--- src/rtl/cpu_obi_hart_mux_if.sv ---
// OBI request/response types and the bundle of hart-side and bus-side
// signals that cpu_obi_hart_mux sits between.
package cpu_obi_pkg;
    typedef struct packed {
        logic        req;
        logic [31:0] addr;
        logic        we;
        logic [3:0]  be;
        logic [31:0] wdata;
    } obi_req_t;

    typedef struct packed {
        logic        gnt;
        logic        rvalid;
        logic [31:0] rdata;
    } obi_resp_t;
endpackage

interface cpu_obi_hart_mux_if #(
    parameter int NUM_HARTS = 2
);
    import cpu_obi_pkg::*;

    obi_req_t  [NUM_HARTS-1:0] hart_req_i;
    obi_resp_t [NUM_HARTS-1:0] hart_resp_o;
    obi_req_t                  bus_req_o;
    obi_resp_t                 bus_resp_i;
    logic                      busy_o;
    logic                      err_o;

    // mux side
    modport slave (
        input  hart_req_i,
        output hart_resp_o,
        output bus_req_o,
        input  bus_resp_i,
        output busy_o,
        output err_o
    );

    // harts plus bus, seen from outside the mux
    modport master (
        output hart_req_i,
        input  hart_resp_o,
        input  bus_req_o,
        output bus_resp_i,
        input  busy_o,
        input  err_o
    );
endinterface

--- src/rtl/cpu_obi_hart_mux.sv ---
// Round-robin OBI multiplexer merging NUM_HARTS hart ports onto one bus port,
// with an in-order FIFO of hart indices for routing responses back.
module cpu_obi_hart_mux
    import cpu_obi_pkg::*;
#(
    parameter int NUM_HARTS       = 2,
    parameter int MAX_OUTSTANDING = 2
) (
    input  logic                  clk_i,
    input  logic                  rst_i,
    cpu_obi_hart_mux_if.slave     obi
);
    localparam int IDW = (NUM_HARTS > 1) ? $clog2(NUM_HARTS) : 1;
    localparam int CW  = $clog2(MAX_OUTSTANDING + 1);
    localparam int PW  = (MAX_OUTSTANDING > 1) ? $clog2(MAX_OUTSTANDING) : 1;

    logic [IDW-1:0] rr_ptr;
    logic           lock_vld;
    logic [IDW-1:0] lock_idx;
    logic [IDW-1:0] fifo_mem [MAX_OUTSTANDING];
    logic [PW-1:0]  wptr;
    logic [PW-1:0]  rptr;
    logic [CW-1:0]  count;
    logic           err;

    logic [IDW-1:0] win;
    logic           found;
    logic           full;
    logic           hs;
    logic           pop;
    logic [IDW-1:0] head;
    int             j;
    obi_req_t       bus_req;
    obi_resp_t [NUM_HARTS-1:0] resp;

    assign full = (count == CW'(MAX_OUTSTANDING));
    assign head = fifo_mem[rptr];

    // A pending, ungranted request pins the winner so its attributes stay stable.
    always_comb begin
        found = 1'b0;
        win   = rr_ptr;
        j     = 0;
        if (lock_vld) begin
            win   = lock_idx;
            found = obi.hart_req_i[lock_idx].req;
        end else begin
            for (int k = 0; k < NUM_HARTS; k++) begin
                j = (int'(rr_ptr) + k) % NUM_HARTS;
                if (!found && obi.hart_req_i[j].req) begin
                    found = 1'b1;
                    win   = IDW'(j);
                end
            end
        end
    end

    always_comb begin
        bus_req     = obi.hart_req_i[win];
        bus_req.req = found & ~full & ~rst_i;
    end

    assign hs  = bus_req.req & obi.bus_resp_i.gnt;
    assign pop = obi.bus_resp_i.rvalid & (count != '0) & ~rst_i;

    always_comb begin
        resp = '0;
        for (int i = 0; i < NUM_HARTS; i++) begin
            resp[i].gnt    = hs  & (win  == IDW'(i));
            resp[i].rvalid = pop & (head == IDW'(i));
            resp[i].rdata  = obi.bus_resp_i.rdata;
        end
    end

    assign obi.bus_req_o   = bus_req;
    assign obi.hart_resp_o = resp;
    assign obi.busy_o      = (count != '0);
    assign obi.err_o       = err;

    always_ff @(posedge clk_i or posedge rst_i) begin
        if (rst_i) begin
            rr_ptr   <= '0;
            lock_vld <= 1'b0;
            lock_idx <= '0;
            wptr     <= '0;
            rptr     <= '0;
            count    <= '0;
            err      <= 1'b0;
            for (int i = 0; i < MAX_OUTSTANDING; i++) fifo_mem[i] <= '0;
        end else begin
            if (hs) begin
                fifo_mem[wptr] <= win;
                wptr     <= (wptr == PW'(MAX_OUTSTANDING - 1)) ? '0 : wptr + 1'b1;
                rr_ptr   <= (win == IDW'(NUM_HARTS - 1)) ? '0 : win + 1'b1;
                lock_vld <= 1'b0;
            end else if (bus_req.req) begin
                lock_vld <= 1'b1;
                lock_idx <= win;
            end
            if (pop) begin
                rptr <= (rptr == PW'(MAX_OUTSTANDING - 1)) ? '0 : rptr + 1'b1;
            end
            case ({hs, pop})
                2'b10:   count <= count + 1'b1;
                2'b01:   count <= count - 1'b1;
                default: count <= count;
            endcase
            // A response with nothing in flight has no owner: drop it and flag.
            if (obi.bus_resp_i.rvalid && (count == '0)) err <= 1'b1;
        end
    end
endmodule
--- src/flat_wrapper.sv ---
// flat-port wrapper written by rule: the top's interface ports become plain ports
module cpu_obi_hart_mux_flat import cpu_obi_pkg::*;
#(
    parameter int NUM_HARTS       = 2,
    parameter int MAX_OUTSTANDING = 2
)
  (clk_i, rst_i, obi_hart_req_i, obi_hart_resp_o, obi_bus_req_o, obi_bus_resp_i, obi_busy_o, obi_err_o);
  cpu_obi_hart_mux_if #(.NUM_HARTS(NUM_HARTS)) obi_i ();
  input  logic clk_i;
  input  logic rst_i;
  input wire logic [$bits(obi_i.hart_req_i)-1:0] obi_hart_req_i;
  output wire logic [$bits(obi_i.hart_resp_o)-1:0] obi_hart_resp_o;
  output wire logic [$bits(obi_i.bus_req_o)-1:0] obi_bus_req_o;
  input wire logic [$bits(obi_i.bus_resp_i)-1:0] obi_bus_resp_i;
  output wire logic [$bits(obi_i.busy_o)-1:0] obi_busy_o;
  output wire logic [$bits(obi_i.err_o)-1:0] obi_err_o;
  assign obi_i.hart_req_i = obi_hart_req_i;
  assign obi_hart_resp_o = obi_i.hart_resp_o;
  assign obi_bus_req_o = obi_i.bus_req_o;
  assign obi_i.bus_resp_i = obi_bus_resp_i;
  assign obi_busy_o = obi_i.busy_o;
  assign obi_err_o = obi_i.err_o;
  cpu_obi_hart_mux #(.NUM_HARTS(NUM_HARTS), .MAX_OUTSTANDING(MAX_OUTSTANDING)) u_core (.clk_i(clk_i), .rst_i(rst_i), .obi(obi_i));
endmodule
--- config.mk ---
export PLATFORM = sky130hd
export DESIGN_NAME = cpu_obi_hart_mux_flat
export DESIGN_NICKNAME = d
export VERILOG_FILES = /design/src/rtl/cpu_obi_hart_mux_if.sv /design/src/rtl/cpu_obi_hart_mux.sv /design/src/flat_wrapper.sv
export SDC_FILE = /design/constraint.sdc
export NUM_CORES = 1
export LEC_CHECK = 0
export BUFFER_PORTS_ARGS = -buffer_cell sky130_fd_sc_hd__buf_2
export CAP_MARGIN = 15
export CELL_PAD_IN_SITES_DETAIL_PLACEMENT = 1
export CELL_PAD_IN_SITES_GLOBAL_PLACEMENT = 1
export CORE_AREA = 8 8 117 119
export DETAILED_ROUTE_END_ITERATION = 16
export DIE_AREA = 0 0 125 127
export GPL_TIMING_DRIVEN = 0
export PLACE_DENSITY_LB_ADDON = 0.1
export SLEW_MARGIN = 40
export SYNTH_ARGS = -nofsm -noshare
export SYNTH_HDL_FRONTEND = slang
export SYNTH_SLANG_ARGS = --single-unit
--- constraint.sdc ---
create_clock -name clk_i -period 4 [get_ports clk_i]
set_clock_uncertainty 0.15 [all_clocks]
set_input_delay 0.4 -clock clk_i [delete_from_list [all_inputs] [get_ports clk_i]]
set_output_delay 0.4 -clock clk_i [all_outputs]
set_load 0.03 [all_outputs]
== Word level (Yosys, flattened, before mapping) ==
Cells that the tools add are included.
Operators by class
  add/sub/neg operators: 6
  $mul: 0
  divide/modulo/power cells: 0
  $lt $le $gt $ge: 7
  equal/unequal tests: 3
  shift operators: 0
  muxes and demuxes: 27
  bitwise logic cells: 17
  reductions and logical operators: 9
Operators with widths (number)
  70-bit two-way mux: 7
  69-bit two-way mux: 2
  1-bit two-way mux: 15
  1-bit bitwise AND: 9
  1-bit by 2-bit less-than comparator with 1-bit output (second input constant): 3
  2-bit nonzero test: 3
  1-bit NOT: 5
  1-bit adder (second input constant): 4
  2-bit equality test (second input constant): 2
  2-bit greater-or-equal comparator (second input constant): 2
  1-bit NOT with 2-bit output: 2
  2-bit case mux with 2 select lines: 1
  1-bit logical AND: 3
  2-bit by 3-bit less-than comparator with 1-bit output (second input constant): 1
  2-bit by 1-bit adder with 2-bit output (second input constant): 1
  2-bit bitwise mux: 1
  2-bit by 1-bit equality test with 1-bit output (second input constant): 1
  2-bit logical NOT: 1
  2-bit by 1-bit less-than comparator with 1-bit output (second input constant): 1
  2-bit AND reduction: 1
  2-bit by 1-bit subtractor with 2-bit output (second input constant): 1
  1-bit bitwise AND (first input constant): 1
  1-bit demux with 1-bit select: 1
  1-bit logical NOT: 1
Storage, ports and cells
  bits in registers: 10
  bits in latches: 0
  RAM bits: 0
  memory bits (read-only): 0
  input bits: 176
  output and inout port bits: 140
  word-level logic and storage cells: 78
  memories kept: 0

== Logic depth before layout (Yosys ltp) ==
Gate-level depths: netlist of the first run.
  word-level depth: 13
  mapped depth: 8
  gate-level depth less buffers: 8

== Least setup slack after synthesis of the first run ==
No wires, ideal clock.
  path type: reg-to-output
  start: register u_core.lock_idx
  end: output obi_hart_resp_o[67]
  arrival time: 1932 ps
  required time: 3450 ps
  slack: 1518 ps
  stages on the path, launching flop included: 5
  path buffers: 0
  cell sequence: dfrtp_1 -> mux2i_1 -> a2111oi_4 -> nand2_4 -> nor2_1
On the way
  cells in the longest elaborated chain, start to end: 7
  elaborated cells between the ends (all ways): 8
  those cells by class: mux (4); bitwise (4)
Ends and longest elaborated chain
  from (decl): RTL line cpu_obi_hart_mux.sv:19  | logic [IDW-1:0] lock_idx;
  from (signal assigned): RTL line cpu_obi_hart_mux.sv:98  | lock_idx <= win;
  70-bit two-way mux (implied by the code) (2 in series): RTL line cpu_obi_hart_mux.sv:46  | found = obi.hart_req_i[lock_idx].req;
  1-bit two-way mux: RTL line cpu_obi_hart_mux.sv:44  | if (lock_vld) begin
  1-bit bitwise AND (2 in series): RTL line cpu_obi_hart_mux.sv:60  | bus_req.req = found & ~full & ~rst_i;
  net obi_bus_req_o[69]: RTL line flat_wrapper.sv:13  | output wire logic [$bits(obi_i.bus_req_o)-1:0] obi_bus_req_o;
  1-bit bitwise AND: RTL line cpu_obi_hart_mux.sv:63  | assign hs = bus_req.req & obi.bus_resp_i.gnt;
  1-bit bitwise AND: RTL line cpu_obi_hart_mux.sv:69  | resp[i].gnt = hs & (win == IDW'(i));
  to (decl): RTL line flat_wrapper.sv:12  | output wire logic [$bits(obi_i.hart_resp_o)-1:0] obi_hart_resp_o;
The timed path passes the listed nets, and every way through them passes these cells. The select of a mux whose other input is x is not followed.

== Worst setup path after layout of the first run ==
  start: register u_core.rr_ptr
  end: output obi_bus_req_o[40]
On the way
  cells in the longest elaborated chain, start to end: 10
  elaborated cells between the ends (all ways): 14
  those cells by class: add/sub (1); mux (11); reduce/logical (2)
Ends and longest elaborated chain
  from (decl): RTL line cpu_obi_hart_mux.sv:17  | logic [IDW-1:0] rr_ptr;
  from (signal assigned): RTL line cpu_obi_hart_mux.sv:94  | rr_ptr <= (win == IDW'(NUM_HARTS - 1)) ? '0 : win + 1'b1;
  70-bit two-way mux (implied by the code) (2 in series): RTL line cpu_obi_hart_mux.sv:50  | if (!found && obi.hart_req_i[j].req) begin
  1-bit two-way mux: RTL line cpu_obi_hart_mux.sv:50
  1-bit two-way mux: RTL line cpu_obi_hart_mux.sv:44
  1-bit logical NOT: RTL line cpu_obi_hart_mux.sv:50
  1-bit logical AND: RTL line cpu_obi_hart_mux.sv:50
  1-bit two-way mux (*): RTL line cpu_obi_hart_mux.sv:50
  1-bit two-way mux (*): RTL line cpu_obi_hart_mux.sv:44
  69-bit two-way mux (implied by the code) (*) (2 in series): RTL line cpu_obi_hart_mux.sv:59  | bus_req = obi.hart_req_i[win];
  to (decl): RTL line flat_wrapper.sv:13
Mark *: on every way between the ends. The rest lies on a longest branch, timed or not. The select of a mux whose other input is x is not followed.

==> load_flow_metrics.sql, run 1 <==
INSERT INTO impl_metrics (metric_group, metric, value, unit) VALUES
('synth', 'number_of_synthesized_flops_with_an_enable_pin', '0', ''),
('clock_network', 'clock_tree.htree_level_count', '1', ''),
('global_routing', 'largest_net_degree_at_the_start_of_global_routing', '12', ''),
('global_routing', 'antenna_found_initial', '1', ''),
('synth', 'synth_compound_gate_area_share', '4.552', '%'),
('sta', 'final.min_clock_period', '2.735', 'ns'),
('synth', 'postSynthNetCount', '365', ''),
('layout', 'area_growth_syn_to_layout', '91.10', '%'),
('detailed_routing', 'iteration_count_of_the_initial_detailed_routing_pass', '4', ''),
('floorplanning', 'core-area', '11810', 'um2'),
('synth', 'synth_top_cell_area_share', '42.19', '%'),
('synth', 'postSynthCellCount', '188', ''),
('global_routing', 'gr-usage-all-layers', '13.24', '%'),
('synth', 'synth_top_cell_by_area', 'mux2_2', ''),
('synth', 'synth_warnings', '0', ''),
('floorplanning', 'vertical_die_dimension', '127', 'um'),
('clock_network', 'cts.root.buffer_cell', 'clkbuf_16', ''),
('clock_network', 'clock_tree_from_tritoncts', 'yes', ''),
('global_routing', 'grt_overflow_total', '0', ''),
('critical_path', 'criticalPathCategory', 'reg2out', ''),
('critical_path', 'crit_path_start_kind', 'flip-flop', ''),
('synth', 'yosys.cell_types.count', '24', ''),
('sta', 'fin_worst_hold_slack', '0.05458', 'ns'),
('detailed_routing', 'vias', '2386', ''),
('synth', 'number_of_synthesized_register_bits', '10', ''),
('detailed_routing', 'final_antenna_net_count', '0', ''),
('layout', 'instances_no_fill', '622', ''),
('synth', 'post_synth.cell_area_avg', '9.797', 'um2'),
('sta', 'clock.fmax', '365.7', 'MHz'),
('synth', 'yosysMostFrequentCell', 'buf_4', ''),
('sta', 'finalHoldViolCount', '0', ''),
('sta', 'timing_max_transition_violations_final', '0', ''),
('sta', 'setup_tns', '0', 'ns'),
('critical_path', 'crit_path_top_delay_cell', 'dfrtp_1', ''),
('detailed_routing', 'drt_iter0_drc', '30', ''),
('global_routing', 'grt_pass1_wl', '16570', 'um'),
('critical_path', 'critical_path_data_required_time', '3.45', 'ns'),
('clock_network', 'cts_max_path_buffers', '2', ''),
('power', 'leakage', '2.011', 'nW'),
('critical_path', 'crit_path_cell_trace', 'maj3_1, mux2i_1, buf_4, buf_4, mux2_2, buf_2', ''),
('global_routing', 'grt_pass1_vias', '2644', ''),
('clock_network', 'numClockSinks', '10', ''),
('layout', 'layout-drive-gt1-share', '90.93', '%'),
('critical_path', 'critical_path.max_fanout', '10', ''),
('sta', 'timing.final.crit_share', '68.37', '%'),
('synth', 'synth.yosys.seq_area_share', '13.59', '%'),
('power', 'power_switching', '1.288', 'mW'),
('place', 'buffer_ports.inserted', '283', ''),
('critical_path', 'timing.critical_path.to_type', 'primary output', ''),
('place', 'numPlacedInstances', '618', ''),
('power', 'power.share.combinational', '84.2', '%'),
('floorplanning', 'rows', '40', ''),
('critical_path', 'path_delay_family', 'buffers and inverters', ''),
('sta', 'worst-slew-pin-transition', '0.6494', 'ns'),
('synth', 'synth_adder_area_share', '1.223', '%'),
('power', 'sequentialPowerShare', '8.3', '%'),
('layout', 'sequential_cell_area', '250.2', 'um2'),
('clock_network', 'cts_repair_resize_count', '0', ''),
('power', 'vdd_drop_max', '0.2401', 'mV'),
('critical_path', 'r2r-start', 'u_core.lock_idx', ''),
('clock_network', 'worst_setup_hold_path_clk_slew', '0.04', 'ns'),
('synth', 'yosys-top-cells-area', 'mux2_2, buf_4, dfrtp_1, xnor2_1, mux2i_1', ''),
('status', 'status', 'complete, no violations', ''),
('clock_network', 'postCtsSetupBuffers', '0', ''),
('layout', 'fillers', '1481', ''),
('synth', 'synth_top_family_by_area', 'multiplexers', ''),
('detailed_routing', 'drc', '0', ''),
('layout', 'num-nets-final', '653', ''),
('power', 'power.clock.fraction', '7.4', '%'),
('critical_path', 'critPathLaunch', 'u_core.rr_ptr', ''),
('critical_path', 'timing.critical_path.slowest_cell_delay', '0.38', 'ns');
==> cells by family after synthesis <==
family,Yosys count
XOR/XNOR,5
AO/OA/AOI/OAI,9
buffers and inverters,78
flip-flops,10
adder cells (fa/ha/maj),2
AND/OR/NAND/NOR,11
multiplexers,73
==> routing by layer <==
metal  GRT usage (%)  vias to the layer above  share of wire (%)
li1                -                     1155                  -
met1           11.83                     1072                 31
met2           27.42                      152                 57
met3           5.532                        7                 11
met4           1.719                        0               0.96
met5               0                        -                  0
==> registers in the layout, indices dropped and copies added (netlist names) <==
signal,count
u_core.lock_idx,1
u_core.wptr,1
u_core.fifo_mem,2
u_core.rr_ptr,1
u_core.count,2
u_core.lock_vld,1
u_core.obi.err_o,1
u_core.rptr,1
==> cell type report <==
class | count | share of cell area [%]
Antenna cell | 1 | 0.07110
Buffer | 72 | 15.22
Clock buffer | 3 | 2.133
Inverter | 6 | 0.6399
Multi-Input combinational cell | 100 | 29.36
Sequential cell | 10 | 7.110
Tap cell | 147 | 5.226
Timing Repair Buffer | 283 | 40.24
==> worst paths after layout <==
path / slack [ns] / end / cells past startpoint
min in group clk_i: 0.24 / u_core.obi.err_o / 2
min: 0.05 / u_core.lock_idx / 2
max reg2reg: 1.73 / u_core.count[1] / 6
max: 1.27 / obi_bus_req_o[40] / 6
max in group asynchronous: 3.34 / u_core.obi.err_o / 2
min reg2reg: 0.30 / u_core.obi.err_o / 1
==> power groups by stage <==
| stage | Sequential (mW) | Combinational (mW) | Clock, mW |
|---|---|---|---|
| 3_3_place_gp | 0.194 | 2.00 | 0 |
| 4_1_cts | 0.196 | 2.02 | 0.181 |
| 2_1_floorplan | 0.183 | 1.46 | 0 |
| 3_5_place_dp | 0.197 | 2.01 | 0 |
| 5_1_grt | 0.202 | 2.09 | 0.183 |
| 6_report | 0.195 | 1.97 | 0.174 |
==> worst register-to-register path, stage by stage, from the launching register on <==
cell and delay [ns]:
dfrtp_1 0.41, mux2i_1 0.17, a2111oi_4 0.67, nand2_4 0.16, ha_1 0.34, nor2_1 0.15, xor2_1 0.15
==> through the flow <==
stage	area (um2)	util (%)	worst slack (ns)
6_report	3520	29.80	1.265
5_1_grt	3520	29.80	1.107
4_1_cts	3517	29.78	1.166
3_5_place_dp	3442	29.14	1.293
3_3_place_gp	3442	29.14	1.351
2_1_floorplan	1842	-	1.518
==> cell usage in the layout, fill, tap and decap left out, drive strengths merged <==
cell type / instances
ha: 1
inv: 6
mux2: 70
nand2: 1
nor3: 1
and2b: 1
and2: 1
maj3: 1
a31oi: 3
diode: 1
nand3: 1
nor2b: 1
a2111oi: 1
mux2i: 3
nor2: 5
o21a: 1
dfrtp: 10
xnor2: 4
a21oi: 1
xor2: 1
a41oi: 2
clkbuf: 3
buf: 355
a21o: 1
Power figures use the tool's default switching activity.
==> run 2, diff against run 1 <==
--- a/config.mk
+++ b/config.mk
@@ -9,9 +9,9 @@
 export CAP_MARGIN = 15
 export CELL_PAD_IN_SITES_DETAIL_PLACEMENT = 1
 export CELL_PAD_IN_SITES_GLOBAL_PLACEMENT = 1
-export CORE_AREA = 8 8 117 119
+export CORE_AREA = 8 8 120 122
 export DETAILED_ROUTE_END_ITERATION = 16
-export DIE_AREA = 0 0 125 127
+export DIE_AREA = 0 0 128 130
 export GPL_TIMING_DRIVEN = 0
 export PLACE_DENSITY_LB_ADDON = 0.1
 export SLEW_MARGIN = 40
==> constraint.sdc (replaced) <==
create_clock -name clk_i -period 2.5 [get_ports clk_i]
set_clock_uncertainty 0.15 [all_clocks]
set_input_delay 0.25 -clock clk_i [delete_from_list [all_inputs] [get_ports clk_i]]
set_output_delay 0.25 -clock clk_i [all_outputs]
set_load 0.03 [all_outputs]
==> run 2 against run 1 <==
Cell count is 5.6% higher. Register-to-register slack worse by 1.2 ns. Power increased by 72%. Worst hold slack better by 0.032 ns. Global-route usage fell by 1.5 points. Non-clock buffer count up 9. Sequential share of layout area fell by 0.37 points. Clock power increased by 57%. Largest cell class unchanged. Core utilization grew 0.094 points. Sequential power up 64%. Combinational power up 74%. Flip-flop and latch count unchanged.
==> load_flow_metrics.sql, run 2 (synthesis results as in run 1) <==
INSERT INTO impl_metrics (metric_group, metric, value, unit) VALUES
('sta', 'max_slew_margin', '72.40', '%'),
('layout', 'layout-drive-gt1-share', '91.30', '%'),
('job', 'max_cap_viols', '0', ''),
('power', 'vdd_drop_max', '0.2780', 'mV'),
('floorplanning', 'rows', '41', ''),
('layout', 'biggestRegsByFlops', 'u_core.count x2, u_core.fifo_mem x2', ''),
('place', 'dp_hpwl', '10260', 'um'),
('clock_network', 'numClockSinks', '10', ''),
('sta', 'timing_max_transition_violations_final', '0', ''),
('critical_path', 'criticalPathCategory', 'reg2out', ''),
('clock_network', 'cts_max_path_buffers', '2', ''),
('critical_path', 'critPathLaunch', 'u_core.rr_ptr', ''),
('critical_path', 'register_to_register_path_setup_slack', '0.50', 'ns'),
('detailed_routing', 'vias', '2438', ''),
('critical_path', 'critPathArrivalTime', '2.01', 'ns'),
('power', 'leakage', '2.080', 'nW'),
('sta', 'final.min_clock_period', '2.409', 'ns'),
('floorplanning', 'die-area', '16640', 'um2'),
('detailed_routing', 'detailroute.wirelength.met2', '6219', 'um'),
('sta', 'setup_viol', '0', ''),
('sta', 'worst-slew-pin-transition', '0.4135', 'ns'),
('clock_network', 'cts_made_buffers', '3', ''),
('layout', 'mostFrequentLayoutCell', 'buf_2', ''),
('detailed_routing', 'iteration_count_of_the_initial_detailed_routing_pass', '4', ''),
('layout', 'area_growth_syn_to_layout', '101.5', '%'),
('global_routing', 'largest_net_degree_at_the_start_of_global_routing', '12', ''),
('floorplanning', 'io-pin-count', '316', ''),
('layout', 'fillers', '1581', ''),
('clock_network', 'clock_tree.htree_level_count', '1', ''),
('detailed_routing', 'routed_wl', '11150', 'um'),
('power', 'totalPowerFinal', '4.012', 'mW'),
('critical_path', 'critical_path.max_fanout', '10', ''),
('floorplanning', 'vertical_die_dimension', '130', 'um'),
('critical_path', 'crit_path_start_kind', 'flip-flop', ''),
('clock_network', 'clock_latency', '0.23', 'ns'),
('critical_path', 'timing.critical_path.to_type', 'primary output', ''),
('sta', 'timing.final.crit_share', '96.37', '%'),
('clock_network', 'clock_tree_from_tritoncts', 'yes', ''),
('place', 'buffer_ports.inserted', '283', ''),
('detailed_routing', 'top_layer_used', 'met4', ''),
('global_routing', 'antenna_found_initial', '2', ''),
('critical_path', 'crit_path_cell_trace', 'maj3_2, mux2i_4, buf_8, buf_8, mux2_2, buf_2', ''),
('layout', 'num-nets-final', '662', ''),
('detailed_routing', 'drt-met1-wl', '3540', 'um'),
('floorplanning', 'die-width', '128', 'um'),
('floorplanning', 'core-area', '12410', 'um2'),
('global_routing', 'gr-usage-all-layers', '11.76', '%'),
('detailed_routing', 'drc', '0', ''),
('critical_path', 'timing.rr.end', 'u_core.count[1]', ''),
('sta', 'setup_tns', '0', 'ns'),
('critical_path', 'critical_path_data_required_time', '2.10', 'ns'),
('critical_path', 'timing.reg2reg.worst_path_depth', '7', ''),
('clock_network', 'worst_setup_hold_path_clk_slew', '0.04', 'ns'),
('status', 'status', 'complete, no violations', ''),
('detailed_routing', 'drt_iter0_drc', '34', ''),
('layout', 'layout_common_cells', 'buf_2, buf_4, mux2_2', ''),
('detailed_routing', 'routed_length_on_met3', '1342', 'um'),
('sta', 'grt_setup_unrepaired', 'yes', ''),
('hold_path', 'worst_hold_path_type', 'in2reg', ''),
('critical_path', 'worstSetupEndpoint', 'obi_bus_req_o[37]', ''),
('place', 'place_congestion', '0.7771', ''),
('sta', 'clock.fmax', '415.1', 'MHz'),
('detailed_routing', 'routed_via_density', '3.711', ''),
('detailed_routing', 'final_antenna_net_count', '0', ''),
('global_routing', 'grt_pass1_vias', '2610', ''),
('critical_path', 'crit_path_top_delay_cell', 'dfrtp_1', ''),
('critical_path', 'timing.critical_path.slowest_cell_delay', '0.38', 'ns'),
('detailed_routing', 'wire_per_inst', '16.97', 'um'),
('floorplanning', 'start_util', '14.84', '%'),
('global_routing', 'grt_pass1_wl', '15440', 'um'),
('critical_path', 'crit_path_frequent_cell', 'buf_8', ''),
('clock_network', 'cts.root.buffer_cell', 'clkbuf_16', ''),
('critical_path', 'r2r-start', 'u_core.lock_idx', ''),
('sta', 'fin_worst_hold_slack', '0.08689', 'ns'),
('sta', 'finalHoldViolCount', '0', ''),
('global_routing', 'grt_overflow_total', '0', ''),
('power', 'p_per_area', '1081', 'nW/um2');
run 2: where the power goes:
group	internal [mW]	switching (mW)	total, mW
registers	0.237	0.0811	0.319
logic	1.46	1.96	3.42
clock network	0.207	0.0675	0.274
total	1.91	2.11	4.01
run 2: through the flow:
| stage | instance area, um2 | worst slack, ns | util (%) | cells |
|---|---|---|---|---|
| floorplan | 1842 | 0.1678 | - | 188 |
| global route | 3711 | -0.02246 | 29.89 | 657 |
| global placement | 3473 | 0.1500 | 27.98 | 643 |
| detailed placement | 3473 | 0.1248 | 27.98 | 643 |
| CTS | 3602 | -0.06170 | 29.02 | 651 |
| finish | 3711 | 0.09078 | 29.89 | 657 |
run 2: repair_timing:
| action | CTS | global route |
|---|---|---|
| cloned | 1 | 1 |
| gates resized for setup | 4 | 20 |
| hold endpoints to repair | 10 | 0 |
| setup endpoints to repair | 44 | 70 |
| buffers inserted | 3 | 3 |
| hold buffers | 1 | 0 |
| pin swaps | 0 | 2 |
run 2: worst min-delay path by stage:
| stage | end | startpoint | cells after the start |
|---|---|---|---|
| 2_1_floorplan | u_core.count[0] | rst_i | 1 |
| 3_3_place_gp | u_core.count[1] | rst_i | 2 |
| 3_5_place_dp | u_core.count[1] | rst_i | 2 |
| 4_1_cts | u_core.obi.err_o | obi_bus_resp_i[32] | 2 |
| 5_1_grt | u_core.obi.err_o | obi_bus_resp_i[32] | 2 |
| 6_report | u_core.obi.err_o | obi_bus_resp_i[32] | 2 |
run 2: final cells by class:
cell class | count | area, um2 | share of cell area, %
buffer | 72 | 576.8 | 15.54
clock buffer | 3 | 75.07 | 2.023
timing repair buffer | 292 | 1519 | 40.93
sequential | 10 | 250.2 | 6.743
multi-input combinational | 100 | 1047 | 28.22
tap | 172 | 215.2 | 5.799
inverter | 6 | 22.52 | 0.6069
antenna | 2 | 5.005 | 0.1349
run 2: critical path, delay by kind of cell (launching register included):
family,cells,cell delay [ns]
buffers and inverters,3,0.53
DFF,1,0.38
muxes,2,0.54
adders and majority gates,1,0.32
run 2: layer usage:
layer	vias up	track usage, %
li1	1180	-
met1	1092	10.94
met2	159	23.30
met3	7	5.018
met4	0	2.448
met5	-	0
